===== config.mk =====
export PLATFORM = sky130hd
export DESIGN_NAME = spi_byte_sequencer
export DESIGN_NICKNAME = d
export VERILOG_FILES = /design/src/rtl/spi_byte_sequencer.sv
export SDC_FILE = /design/constraint.sdc
export NUM_CORES = 1
export LEC_CHECK = 0
export BUFFER_PORTS_ARGS = -buffer_cell sky130_fd_sc_hd__buf_2
export CAP_MARGIN = 20
export CORE_UTILIZATION = 50
export CTS_CLUSTER_SIZE = 25
export DETAILED_ROUTE_END_ITERATION = 12
export GPL_TIMING_DRIVEN = 0
export PLACE_DENSITY = 0.69
export SETUP_SLACK_MARGIN = 0.4
export SYNTH_ARGS = -nofsm -noshare
export SYNTH_HDL_FRONTEND = slang
export SYNTH_SLANG_ARGS = --single-unit

===== constraint.sdc =====
create_clock -name clk -period 2.9 [get_ports clk]
set_clock_uncertainty 0.2 [all_clocks]
set_input_delay 0.29 -clock clk [delete_from_list [all_inputs] [get_ports clk]]
set_output_delay 0.29 -clock clk [all_outputs]
set_load 0.05 [all_outputs]

===== src/rtl/spi_byte_sequencer.sv =====
// Host-side SPI byte engine: TX FIFO -> one-byte-at-a-time SPI master handshake -> RX FIFO.
`timescale 1ns/1ps
module spi_byte_sequencer #(
  parameter int unsigned DEPTH = 8,
  parameter int unsigned AW    = 3
) (
  input  logic          clk,
  input  logic          rst,
  input  logic          enable,
  input  logic          tx_wr,
  input  logic [7:0]    tx_data,
  output logic          tx_full,
  output logic [AW:0]   tx_level,
  input  logic          rx_rd,
  output logic [7:0]    rx_data,
  output logic          rx_empty,
  output logic [AW:0]   rx_level,
  input  logic          err_clr,
  output logic          tx_ovf,
  output logic          rx_udf,
  output logic          busy,
  output logic [15:0]   xfer_count,
  output logic          spi_start,
  output logic [7:0]    spi_data_in,
  input  logic          spi_ready,
  input  logic          spi_done,
  input  logic [7:0]    spi_data_out
);

  localparam logic [AW:0] FULL_LVL = (AW+1)'(DEPTH);

  typedef enum logic [1:0] {IDLE, LAUNCH, WAIT} state_t;
  state_t state, state_nxt;

  logic [7:0]    tx_mem [DEPTH];
  logic [7:0]    rx_mem [DEPTH];
  logic [AW-1:0] tx_wp, tx_rp, rx_wp, rx_rp;
  logic          tx_push, tx_pop, rx_push, rx_pop, launch_ok;

  assign tx_full  = (tx_level == FULL_LVL);
  assign rx_empty = (rx_level == '0);
  assign rx_data  = rx_empty ? '0 : rx_mem[rx_rp];

  // A done cycle still reports ready, so launching then would race the master.
  assign launch_ok = enable && (tx_level != '0) && spi_ready && !spi_done
                     && (rx_level < FULL_LVL);

  assign tx_push = tx_wr && !tx_full;
  assign rx_pop  = rx_rd && !rx_empty;

  always_ff @(posedge clk) begin
    if (tx_push) tx_mem[tx_wp] <= tx_data;
    if (rx_push) rx_mem[rx_wp] <= spi_data_out;
  end

  always_ff @(posedge clk or negedge rst) begin
    if (!rst) begin
      tx_wp       <= '0;
      tx_rp       <= '0;
      tx_level    <= '0;
      rx_wp       <= '0;
      rx_rp       <= '0;
      rx_level    <= '0;
      spi_data_in <= '0;
      xfer_count  <= '0;
    end else begin
      if (tx_push) tx_wp <= tx_wp + AW'(1);
      if (tx_pop) begin
        tx_rp       <= tx_rp + AW'(1);
        spi_data_in <= tx_mem[tx_rp];
      end
      tx_level <= tx_level + (AW+1)'(tx_push) - (AW+1)'(tx_pop);
      if (rx_push) begin
        rx_wp      <= rx_wp + AW'(1);
        xfer_count <= xfer_count + 16'd1;
      end
      if (rx_pop) rx_rp <= rx_rp + AW'(1);
      rx_level <= rx_level + (AW+1)'(rx_push) - (AW+1)'(rx_pop);
    end
  end

  always_ff @(posedge clk or negedge rst) begin
    if (!rst) begin
      tx_ovf <= 1'b0;
      rx_udf <= 1'b0;
    end else if (err_clr) begin
      tx_ovf <= 1'b0;
      rx_udf <= 1'b0;
    end else begin
      if (tx_wr && tx_full)  tx_ovf <= 1'b1;
      if (rx_rd && rx_empty) rx_udf <= 1'b1;
    end
  end

  always_ff @(posedge clk or negedge rst) begin
    if (!rst) state <= IDLE;
    else      state <= state_nxt;
  end

  always_comb begin
    state_nxt = state;
    case (state)
      IDLE:    if (launch_ok) state_nxt = LAUNCH;
      LAUNCH:  state_nxt = WAIT;
      WAIT:    if (spi_done) state_nxt = IDLE;
      default: state_nxt = IDLE;
    endcase
  end

  always_comb begin
    spi_start = (state == LAUNCH);
    busy      = (state != IDLE);
    tx_pop    = (state == IDLE) && launch_ok;
    rx_push   = (state == WAIT) && spi_done;
  end

endmodule


# == Word-level counts from Yosys, hierarchy flattened ==
# Memories as Yosys holds them, arrays and structs flattened. A register that Yosys moved wholly into a read port is not among the register bits.
# Index checks and enable logic that the tools add are counted.
# Widths: inputs -> output; s select.
# word_totals
ff_bits,40
mem_bits_rw,128
input_bits,24
output_inout_bits,46
wordCells,60
memories,2
# op_classes
n_addsub,9
order_cmp,1
n_eq_ne,5
muxes,12
reduce_logical,21
# memory_table
memory,depth,width,rd,rd_ports_with_merged_regs,wr,line,rtl
rx_mem,8,8,1,0,1,36,logic [7:0] rx_mem [DEPTH];
tx_mem,8,8,1,1,1,35,logic [7:0] tx_mem [DEPTH];
# ops
operator,count
$add 16x1->16 const B,1
$add 3x1->3 const B,4
$logic_and 1x1->1,10
$add 4x1->4,2
$mux 1,8
$mux 8,1
$sub 4x1->4,2
$pmux 2 s3,1
$reduce_bool 2->1,3
$eq 4x4->1 const B,1
$logic_not 1->1,4
$logic_not 4->1,1
$lt 4x4->1 const B,1
$mux 2,2
$ne 2x2->1 const B,2
$reduce_bool 4->1,1
$eq 2x1->1 const B,1
$eq 2x2->1 const B,1
$logic_not 2->1,1
$reduce_and 2->1,1

# == Longest topological paths before layout ==
# depth
word_depth,7
mapped_depth,11

# == Least setup slack after synthesis ==
# OpenSTA, ideal clock, no wires.
# synth_path
kind,register -> register
from,register tx_level[2]
to,register tx_level[3]
setup_time_ps,79
arrival_ps,3456
required_ps,2621
slack_ps,-835
path_stages_with_launch,12
n_path_buf,0
cell_sequence,dfrtp_1 inv_1 ha_1 nor3b_1 nor2b_1 inv_1 ha_1 inv_1 ha_1 a21o_1 a21oi_1 xor2_1
# synth_rtl
element,line,rtl
start: declaration,13,"output logic [AW:0] tx_level,"
start signal: assignment,72,tx_level <= tx_level + (AW+1)'(tx_push) - (AW+1)'(tx_pop);
$eq 4x4->1,40,assign tx_full = (tx_level == FULL_LVL);
net tx_full,12,"output logic tx_full,"
$logic_not 1->1,48,assign tx_push = tx_wr && !tx_full;
$logic_and 1x1->1,48,
$add 4x1->4,72,
$sub 4x1->4,72,
# The timed path passes the listed nets, and every way through them passes these cells.
# A chain may end at the register's enable or synchronous reset.

# == Final worst setup path ==
# layout_path
from,register rx_rp[0]
to,output rx_data[6]
# layout_via
elab_chain_len,2
# layout_rtl
element,line,rtl
start: declaration,37,"logic [AW-1:0] tx_wp, tx_rp, rx_wp, rx_rp;"
start signal: assignment,77,if (rx_pop) rx_rp <= rx_rp + AW'(1);
$mem_v2 8x8,n/a,
$mux 8,42,assign rx_data = rx_empty ? '0 : rx_mem[rx_rp];
end: declaration,15,"output logic [7:0] rx_data,"
# No other way between the ends.

==> metrics.cfg <==
[run_status]
outcome=finished clean

[final_layout]
area_growth_syn_to_layout_pct=23.49
fin_nets=573
mostFrequentLayoutCells=128 x edfxtp_1, 63 x buf_2, 44 x dfrtp_1
nFillCells=939
utilization=0.6354
antenna_cells=0
layout_commonest_cell=edfxtp_1
drive_gt1_frac=0.3676

[synth]
yosysSeqAreaShare=0.7035
yosys_warnings=0
synth-edff-count=128
syn_avg_cell_area_um2=17.40
synth_nets=454
syn_area_um2=7171
synth-main-ff-cell=edfxtp_1
syn_inst=412
async_reset_ff_frac=0.2727
synth_seq_cells=176
synth_cell_types=40

[worst_setup_path]
critPathLaunchType=register
slowest_delay_ps=520
rr_endpoint=tx_level[3]
reg2regPathDepth=11
cp.arrival_ps=2000
cp_num_buf_inv=3
r2r_start=tx_level[2]
critical_path_class=register to output pin
cp_top_family=multiplexers
r2r_slack_ps=490
cp-startpoint=rx_rp[0]
critPathCaptureType=output pin
critical_path_required_ps=2410
path_depth=6
crit_chain=buf_8 -> buf_12 -> mux4_2 -> mux2i_2 -> nor2_2 -> buf_6
crit_path_top_delay_cell=mux4_2
cp-endpoint=rx_data[6]
critical_path.max_fanout=5

[clock_tree]
clkTransAtPathRegs_ps=60
clockBufferDepth=2
clock-sinks=176
cts-root-buf=clkbuf_16
numCtsBuffers=17
htreeDepth=4
cts_tree=done
clk-insertion-delay-late_ps=430

[global_routing]
grt_pass1_vias=3921
grt_use_total=0.1991
grt_pass1_wl_um=21030
antenna_found_initial=0
grt_overflow=0
grt_start_max_net_pins=49

[timing]
rsz0062_at_grt=yes
setup_viol=0
max_freq_mhz=401.2
maxSlewViolCount=0
tns_ps=0
finalHoldViolCount=0
timing.final.crit_share=0.8595
min_period_ps=2493
worst_slew_pin_slew_ps=900.0
slew_headroom=0.3978

[route]
detail_route.wirelength_um=13430
via_per_inst=5.276
first_iter_violations=230
num_vias=3820
first_pass_iters=4
drc=0
wl_per_cell_um=18.55
ant_nets=0

[placement]
io_buffers=69
dp_hpwl_um=8696
gp_congestion=0.7596

[floorplan]
start_util=0.5146
design.die.area_um2=14820
floorplan.rows=43
core_region_area_um2=13930
die_y_um=121.8
pin_count=70
die_w_um=121.8

[min_path]
worstHoldStart=spi_done
hp-class=input port to register

[job]
cap_violations=0

[power_and_ir_drop]
leakage_nw=3.460
irDropWorstVdd_mv=0.5091
powerDensity_nw_per_um2=1019

cell families after synthesis:
logic type,after synthesis,synth area share
flip-flops,176,0.7035
AND/OR/NAND/NOR,96,0.07154
multiplexers,49,0.1244
buffers and inverters,32,0.02373
XOR/XNOR,26,0.03176
adder cells (fa/ha/maj),18,0.03350
AO/OA/AOI/OAI,15,0.01152
tightest hold or removal path: cells and delay by family:
family                 cells  cell delay (ps)
buffers and inverters      1              110
AOI/OAI and AO/OA          1              170
and+or+nand+nor            1               50
registers in the layout (all words and copies together), names as in the netlist:
name         flops
state            2
rx_udf           1
tx_mem          64
tx_rp            3
xfer_count      16
tx_ovf           1
tx_level         4
rx_rp            3
tx_wp            3
rx_mem          64
spi_data_in      8
rx_wp            3
rx_level         4
worst min-delay path by stage:
stage | slack (ps) | cells after the start | to
after floorplan | -210 | 0 | rx_level[0]
after global placement | 250 | 1 | xfer_count[15]
after detailed placement | 260 | 1 | xfer_count[15]
after CTS | 20 | 3 | state[1]
after global routing | 30 | 3 | state[1]
final | 40 | 3 | state[1]
what timing repair did:
item                       in CTS  in global routing
gates resized for setup        21                 24
setup buffers                   4                  1
hold endpoints to repair      178                  0
setup endpoints to repair      10                 91
gates cloned                    0                  1
hold buffers                   20                  0
pin swaps                       0                  2
power breakdown:
| group | switching, mW | internal [mW] |
|---|---|---|
| clock network | 0.993 | 1.21 |
| logic | 2.05 | 1.40 |
| registers | 0.277 | 3.09 |
stage by stage:
step / cells / hold WS, ps / area (µm²) / worst slack, ps / total power [mW]
finish: 724 / 35.28 / 8855 / 407.4 / 9.024
detailed placement: 665 / 261.5 / 7839 / 388.8 / 6.526
floorplan: 412 / -205.6 / 7227 / 201.9 / 5.768
global placement: 661 / 254.3 / 7797 / -117.8 / 6.417
CTS: 721 / 16.97 / 8716 / 389.0 / 8.957
global route: 724 / 31.89 / 8855 / 311.7 / 9.472
synth_stat cells (2+ instances only):
library cell  count  area (µm²)
a21o_1            3       22.52
a21oi_1           4       20.02
buf_2             3       15.01
buf_4             2       15.01
buf_6             5       56.30
clkbuf_1          3       11.26
dfrtp_1          48        1201
edfxtp_1        128        3844
fa_1              2       40.04
ha_1             16       200.2
inv_1            16       60.06
mux2i_1          16       160.2
mux4_2           32       720.7
nand2_1          33       123.9
nand2b_1          5       31.28
nand3_1           6       30.03
nand4_1           3       18.77
nand4b_1          2       17.52
nor2_1           23       86.33
nor2b_1           2       12.51
nor3_1            7       35.03
nor3b_1           3       22.52
nor4_4            2       42.54
o21ai_1           8       40.04
xnor2_1          18       157.7
xor2_1            8       70.07
final cells by class:
cell class	count	area (µm²)	share of cell area
timing repair buffer	100	720.7	0.08139
sequential	176	5050	0.5703
clock buffer	18	429.2	0.04847
multi-input combinational	204	2090	0.2360
buffer	15	132.6	0.01498
tap	180	225.2	0.02543
inverter	17	66.31	0.007489
clock inverter	14	141.4	0.01597
layer usage:
| layer | wire [µm] | vias to the layer above | track usage | part of all wire |
|---|---|---|---|---|
| met1 | 5537 | 1944 | 0.2375 | 0.41 |
| met4 | 139 | 0 | 0.08179 | 0.010 |
| met3 | 397 | 11 | 0.04635 | 0.030 |
| met5 | 0 | - | 0 | 0 |
| li1 | - | 1787 | - | - |
| met2 | 7355 | 78 | 0.3468 | 0.55 |
(Power assumes the default switching activity.)
